$ cat config.mk
export PLATFORM = sky130hd
export DESIGN_NAME = cpu_sequencer
export DESIGN_NICKNAME = d
export VERILOG_FILES = /design/src/rtl/cpu_seq_pkg.sv /design/src/rtl/cpu_opcode_classify.sv /design/src/rtl/cpu_sequencer.sv
export SDC_FILE = /design/constraint.sdc
export NUM_CORES = 1
export LEC_CHECK = 0
export BUFFER_PORTS_ARGS = -buffer_cell sky130_fd_sc_hd__buf_2
export CAP_MARGIN = 20
export CORE_MARGIN = 2
export CORE_UTILIZATION = 38
export DETAILED_ROUTE_END_ITERATION = 7
export PLACE_DENSITY = 0.68
export RECOVER_POWER = 100
export SYNTH_ARGS = -nofsm -noshare
export SYNTH_HDL_FRONTEND = slang
export SYNTH_HIERARCHICAL = 1
export SYNTH_SLANG_ARGS = --single-unit
$ cat constraint.sdc
create_clock -name clk -period 6.03 [get_ports clk]
set_input_delay 1.5075 -clock clk [delete_from_list [all_inputs] [get_ports clk]]
set_output_delay 1.5075 -clock clk [all_outputs]
set_load 0.01 [all_outputs]
$ cat src/rtl/cpu_seq_pkg.sv
// Shared encodings for the micro-step sequencer: micro-states, opcodes, opcode classes and the
// per-class step table.
package cpu_seq_pkg;

  localparam logic [7:0] ST_NEXT        = 8'h00;
  localparam logic [7:0] ST_FETCH_PC    = 8'h01;
  localparam logic [7:0] ST_FETCH_INST  = 8'h02;
  localparam logic [7:0] ST_HALT        = 8'h03;
  localparam logic [7:0] ST_MOV_FETCH   = 8'h04;
  localparam logic [7:0] ST_MOV_LOAD    = 8'h05;
  localparam logic [7:0] ST_MOV_STORE   = 8'h06;
  localparam logic [7:0] ST_ALU_OP      = 8'h07;
  localparam logic [7:0] ST_LDI         = 8'h08;
  localparam logic [7:0] ST_JUMP        = 8'h09;
  localparam logic [7:0] ST_SET_ADDR    = 8'h0A;
  localparam logic [7:0] ST_OUT         = 8'h0B;
  localparam logic [7:0] ST_IN          = 8'h0C;
  localparam logic [7:0] ST_TMP_STORE   = 8'h0D;
  localparam logic [7:0] ST_FETCH_SP    = 8'h0E;
  localparam logic [7:0] ST_PC_STORE    = 8'h0F;
  localparam logic [7:0] ST_TMP_JUMP    = 8'h10;
  localparam logic [7:0] ST_INC_SP      = 8'h11;
  localparam logic [7:0] ST_RET         = 8'h12;
  localparam logic [7:0] ST_IRQ_SAVE_SP = 8'h13;
  localparam logic [7:0] ST_IRQ_VECTOR  = 8'h14;

  // 8080-flavoured codes; HLT sits inside the MOV pattern and must win over it.
  localparam logic [7:0] OP_NOP  = 8'h00;
  localparam logic [7:0] OP_HLT  = 8'h76;
  localparam logic [7:0] OP_JMP  = 8'hC3;
  localparam logic [7:0] OP_RET  = 8'hC9;
  localparam logic [7:0] OP_CALL = 8'hCD;
  localparam logic [7:0] OP_OUT  = 8'hD3;
  localparam logic [7:0] OP_IN   = 8'hDB;

  localparam logic [7:0] PAT_MOV = 8'b01??_????;
  localparam logic [7:0] PAT_ALU = 8'b10??_????;
  localparam logic [7:0] PAT_LDI = 8'b00??_?110;

  typedef enum logic [3:0] {
    ClsNop, ClsHlt, ClsMov, ClsAlu, ClsLdi, ClsJmp, ClsOut, ClsIn, ClsCall, ClsRet
  } cls_t;

  function automatic logic [7:0] step_of(input cls_t cls, input int unsigned cyc);
    logic [7:0] st;
    st = ST_NEXT;
    if (cyc == 0) begin
      st = ST_FETCH_PC;
    end else if (cyc == 1) begin
      st = ST_FETCH_INST;
    end else begin
      case (cls)
        ClsHlt: if (cyc == 2) st = ST_HALT;
        ClsMov: begin
          case (cyc)
            2: st = ST_MOV_FETCH;
            3: st = ST_MOV_LOAD;
            4: st = ST_MOV_STORE;
            default: st = ST_NEXT;
          endcase
        end
        ClsAlu: if (cyc == 2) st = ST_ALU_OP;
        ClsLdi: begin
          if (cyc == 2) st = ST_FETCH_PC;
          else if (cyc == 3) st = ST_LDI;
        end
        ClsJmp: begin
          if (cyc == 2) st = ST_FETCH_PC;
          else if (cyc == 3) st = ST_JUMP;
        end
        ClsOut, ClsIn: begin
          case (cyc)
            2: st = ST_FETCH_PC;
            3: st = ST_SET_ADDR;
            4: st = (cls == ClsOut) ? ST_OUT : ST_IN;
            default: st = ST_NEXT;
          endcase
        end
        ClsCall: begin
          case (cyc)
            2: st = ST_FETCH_PC;
            3: st = ST_TMP_STORE;
            4: st = ST_FETCH_SP;
            5: st = ST_PC_STORE;
            6: st = ST_TMP_JUMP;
            default: st = ST_NEXT;
          endcase
        end
        ClsRet: begin
          case (cyc)
            2: st = ST_INC_SP;
            3: st = ST_FETCH_SP;
            4: st = ST_RET;
            default: st = ST_NEXT;
          endcase
        end
        default: st = ST_NEXT;
      endcase
    end
    return st;
  endfunction

endpackage

$ cat src/rtl/cpu_opcode_classify.sv
// Combinational opcode classifier: exact opcodes first, then wildcard patterns; anything else
// is reported illegal and treated as a NOP.
module cpu_opcode_classify
  import cpu_seq_pkg::*;
(
  input  logic [7:0] opcode_i,
  output cls_t       cls_o,
  output logic       legal_o
);

  always_comb begin
    cls_o   = ClsNop;
    legal_o = 1'b1;
    case (opcode_i)
      OP_NOP:  cls_o = ClsNop;
      OP_HLT:  cls_o = ClsHlt;
      OP_JMP:  cls_o = ClsJmp;
      OP_RET:  cls_o = ClsRet;
      OP_CALL: cls_o = ClsCall;
      OP_OUT:  cls_o = ClsOut;
      OP_IN:   cls_o = ClsIn;
      default: begin
        casez (opcode_i)
          PAT_MOV: cls_o = ClsMov;
          PAT_ALU: cls_o = ClsAlu;
          PAT_LDI: cls_o = ClsLdi;
          default: begin
            cls_o   = ClsNop;
            legal_o = 1'b0;
          end
        endcase
      end
    endcase
  end

endmodule

$ cat src/rtl/cpu_sequencer.sv
// Micro-step sequencer: per-instruction cycle counter and registered micro-state.
// Define CPU_SEQ_IRQ_EN to add the irq/irq_ack interrupt-entry sequence.
module cpu_sequencer
  import cpu_seq_pkg::*;
#(
  parameter int unsigned OPCODE_W   = 8,
  parameter int unsigned STATE_W    = 8,
  parameter int unsigned CYCLE_W    = 4,
  parameter int unsigned MAX_CYCLES = 8
) (
  input  logic                clk,
  input  logic                reset_cycle,
  input  logic [OPCODE_W-1:0] opcode,
  input  logic                stall,
`ifdef CPU_SEQ_IRQ_EN
  input  logic                irq,
  output logic                irq_ack,
`endif
  output logic [STATE_W-1:0]  state,
  output logic [CYCLE_W-1:0]  cycle,
  output logic                instr_done,
  output logic                illegal_op
);

  localparam logic [CYCLE_W-1:0] CycLast = CYCLE_W'(MAX_CYCLES - 1);
  localparam logic [CYCLE_W-1:0] CycTwo  = CYCLE_W'(2);

  cls_t               cls;
  logic               legal;
  logic [7:0]         step;
  logic [STATE_W-1:0] state_d, state_q;
  logic [CYCLE_W-1:0] cycle_d, cycle_q;
  logic               illegal_d, illegal_q;

  cpu_opcode_classify u_classify (
    .opcode_i (8'(opcode)),
    .cls_o    (cls),
    .legal_o  (legal)
  );

`ifdef CPU_SEQ_IRQ_EN
  localparam logic [CYCLE_W-1:0] CycIrq = CYCLE_W'(MAX_CYCLES - 3);
  logic irq_busy_d, irq_busy_q;
  logic irq_ack_d, irq_ack_q;
`endif

  always_comb begin
    step = step_of(cls, 32'(cycle_q));
    if (cycle_q == CycLast) step = ST_NEXT;
    state_d = STATE_W'(step);
    if (step == ST_NEXT) begin
      cycle_d = '0;
    end else if (step == ST_HALT) begin
      cycle_d = cycle_q;
    end else begin
      cycle_d = cycle_q + CYCLE_W'(1);
    end
    illegal_d = (cycle_q == CycTwo) && !legal;
`ifdef CPU_SEQ_IRQ_EN
    irq_busy_d = irq_busy_q;
    irq_ack_d  = 1'b0;
    // Entry parks the counter at MAX_CYCLES-3 so the cap supplies the closing NEXT.
    if (irq_busy_q) begin
      illegal_d = 1'b0;
      if (cycle_q == CycLast) begin
        state_d    = STATE_W'(ST_NEXT);
        cycle_d    = '0;
        irq_busy_d = 1'b0;
      end else begin
        state_d = STATE_W'((cycle_q == CycIrq) ? ST_PC_STORE : ST_IRQ_VECTOR);
        cycle_d = cycle_q + CYCLE_W'(1);
      end
    end else if (irq && (step == ST_NEXT || state_q == STATE_W'(ST_HALT))) begin
      state_d    = STATE_W'(ST_IRQ_SAVE_SP);
      cycle_d    = CycIrq;
      irq_busy_d = 1'b1;
      irq_ack_d  = 1'b1;
    end
`endif
  end

  always_ff @(posedge clk or posedge reset_cycle) begin
    if (reset_cycle) begin
      state_q    <= STATE_W'(ST_NEXT);
      cycle_q    <= '0;
      illegal_q  <= 1'b0;
`ifdef CPU_SEQ_IRQ_EN
      irq_busy_q <= 1'b0;
      irq_ack_q  <= 1'b0;
`endif
    end else if (stall) begin
      illegal_q  <= 1'b0;
`ifdef CPU_SEQ_IRQ_EN
      irq_ack_q  <= 1'b0;
`endif
    end else begin
      state_q    <= state_d;
      cycle_q    <= cycle_d;
      illegal_q  <= illegal_d;
`ifdef CPU_SEQ_IRQ_EN
      irq_busy_q <= irq_busy_d;
      irq_ack_q  <= irq_ack_d;
`endif
    end
  end

  assign state      = state_q;
  assign cycle      = cycle_q;
  assign instr_done = (state_q == STATE_W'(ST_NEXT));
  assign illegal_op = illegal_q;
`ifdef CPU_SEQ_IRQ_EN
  assign irq_ack    = irq_ack_q;
`endif

endmodule

==> flow_summary_export.csv <==
group,metric,value,unit
sta,tns,0,ns
clocking,cts_buffers,3,
sta,finalMaxSlewViolations,0,
yosys,yosysWarnings,6,
layout,fin_cells,208,
setup_path,arrival,5.15,ns
clocking,ctsResizeCount,0,
sta,fin_crit_sh,0.836,
floorplanning,fp-row-count,20,
global_route,grt_usage,0.160,
power_and_ir_drop,p_leak,0.000538,uW
run_status,status,"finished, final reports clean",
setup_path,r2r_slack,3.08,ns
min_path,hp-start,"state[2]$_DFFE_PP0N_",
layout,syn_to_final_growth,6.95,%
yosys,synth-edff-count,0,
clocking,cts_sinks,10,
detailed_routing,vias_per_cell,5.87,
power_and_ir_drop,ir_worst_vdd,213,uV
yosys,ys_async_sr_fraction,1.00,
clocking,clock_latency,0.26,ns
yosys,postSynthAreaPerCell,8.46,um2
clocking,h-tree-depth,1,
detailed_routing,post_drt_wl_per_cell,14.4,um
floorplanning,die_x,61.6,um
min_path,hold_path.class,"reg -> reg",
sta,rsz0062_at_grt,"false",
flow_run,maxCapViolations,0,
setup_path,rr_endpoint,"cycle[2]$_DFFE_PP0P_",
clocking,clockRootBuffer,"clkbuf_4",
layout,nNetsFinal,185,
setup_path,critPathKind,"in -> reg",
setup_path,critPathLaunchType,"input port",
layout,seq_area,250,um2
sta,tightest_slew,1.14,ns
power_and_ir_drop,power.total,457,uW
clocking,path_clk_slew,0.06,ns
yosys,synth_area_leaders,"dfrtp_1, ha_1, nand2_1, nand4b_1, a21oi_1",
sta,setup_viol,0,
floorplanning,coreArea,0.00310,mm2
layout,drive_gt1_frac,0.134,
clocking,cts_tree,"built",
detailed_routing,drc,0,
detailed_routing,drt_iter0_drc,65,
yosys,synth.distinct_cells,55,
setup_path,crit_fanout,13,
setup_path,cp-end-kind,"register",
yosys,synth_flop_cell,"dfrtp_1",
detailed_routing,ant_nets,0,
setup_path,critical_path.startpoint,"opcode[6]",
yosys,synth_common_cells,"nand2_1, dfrtp_1, inv_1",
min_path,min_path_cells,2,
clocking,post_cts_buffers,0,
yosys,syn-cell-area,0.00126,mm2
sta,relSlewSlack,0.228,
placement,io_buffers,21,
detailed_routing,wl,3.00,mm
floorplanning,die_area,0.00379,mm2
yosys,netlist.area_leader.share,0.199,
sta,fin_crit,5.04,ns
sta,finalHoldViolations,0,
yosys,yosysMostFrequentCell,"nand2_1",
setup_path,ff2ff_path_depth,8,
min_path,worstHoldEndpoint,"state[2]$_DFFE_PP0N_",
sta,max_freq,198,MHz
yosys,synth_seq_area_share,0.199,
setup_path,r2r-start,"cycle[0]$_DFFE_PP0P_",
yosys,yosysTopAreaCell,"dfrtp_1",
global_route,grt_max_degree,24,
yosys,ys_ff_latch,10,
setup_path,required,6.14,ns
clocking,ctsHoldBuffers,0,
sta,clock-skew-final,0.00530,ns
global_route,antenna_found_initial,0,
layout,multi_input_comb_area,885,um2
floorplanning,die_y,61.6,um
placement,dp.cells,204,
placement,place_congestion,0.886,
floorplanning,pin_count,25,
global_route,grt_pass1_vias,1029,
detailed_routing,via_count,1221,
global_route,grt_pass1_wl,4.73,mm
floorplanning,start_util,0.406,
detailed_routing,dr.pass1.iters,4,
placement,dp_hpwl,2.33,mm
global_route,gr-total-overflow,0,
yosys,syn_inst,149,
power_and_ir_drop,power_density,339,mW/mm2
layout,nFillCells,338,
clocking,cts_max_path_buffers,2,
layout,antenna_cells,0,
==> critical path, stage by stage <==
cell and delay [ns]:
clkbuf_1 0.13, ha_1 0.18, nand2_1 0.08, nor4_2 0.71, a21oi_1 0.14, a311o_1 0.59
nand4bb_1 0.18, a21o_1 0.11, a21boi_0 0.11, o41ai_1 0.94, mux2i_1 0.37, a21oi_1 0.10
==> area by class of cell <==
type	instances	share of cell area
sequential	10	0.186
multi-input combinational	119	0.656
tap	44	0.0409
inverter	10	0.0279
clock buffer	3	0.0167
timing repair buffer	22	0.0724
==> cell families after synthesis <==
logic type               Yosys count  share of synthesized area
AO/OA/AOI/OAI                     42                      0.261
XOR/XNOR                           2                     0.0139
adder cells (fa/ha/maj)            8                     0.0794
buffers and inverters             22                     0.0963
flip-flops                        10                      0.199
multiplexers                       5                     0.0437
other                              1                    0.00298
AND/OR/NAND/NOR                   59                      0.304
==> worst max path at each step <==
stage,endpoint,slack [ns],cells past startpoint
after floorplan,cycle[1]$_DFFE_PP0P_,2.07,12
after global placement,cycle[1]$_DFFE_PP0P_,1.27,11
after detailed placement,cycle[1]$_DFFE_PP0P_,1.05,11
after CTS,cycle[1]$_DFFE_PP0P_,1.29,11
after global routing,cycle[2]$_DFFE_PP0P_,0.63,12
final,cycle[2]$_DFFE_PP0P_,0.99,12
==> report_power, final <==
group | total [uW] | switching, uW | internal [uW]
logic | 293 | 168 | 124
clock network | 43.4 | 20.5 | 22.9
registers | 121 | 37.5 | 83.8
total | 457 | 226 | 231
==> cell usage in the layout, fill, tap and decap left out, types with 3 or more instances in the layout <==
cell      netlist  final
a21oi_1         8      8
buf_2           4      9
clkbuf_1        1     12
clkbuf_4        0      4
conb_1          1      3
dfrtp_1        10     10
ha_1            8      8
inv_1           9      9
mux2i_1         4      4
nand2_1        13     13
nand2b_1        5      5
nand4b_1        5      5
nor2_1          6      6
nor2b_1         3      3
nor3_1          4      4
nor4_1          3      3
o21ai_0         8      8
==> flip-flops by register name, summed over array words and instances (netlist names) <==
| register | cells |
|---|---|
| illegal_op | 1 |
| cycle | 4 |
| state | 5 |
==> per-stage QoR <==
| step | area (um2) | hold WS, ns | worst slack [ns] | util |
|---|---|---|---|---|
| final | 1350 | 0.510 | 0.988 | 0.434 |
| after floorplan | 1270 | 0.520 | 2.07 | - |
| after detailed placement | 1340 | 0.500 | 1.05 | 0.433 |
| after global placement | 1340 | 0.485 | 1.27 | 0.433 |
| after global routing | 1350 | 0.555 | 0.626 | 0.434 |
| after CTS | 1370 | 0.512 | 1.29 | 0.440 |
==> layer usage <==
layer	part of all wire	GRT usage	up-vias
li1	-	-	588
met1	0.47	0.227	600
met2	0.48	0.266	31
met3	0.039	0.0252	2
met4	0.0063	0.0152	0
met5	0	0	-
No activity file was read; power rests on OpenSTA's default activity.
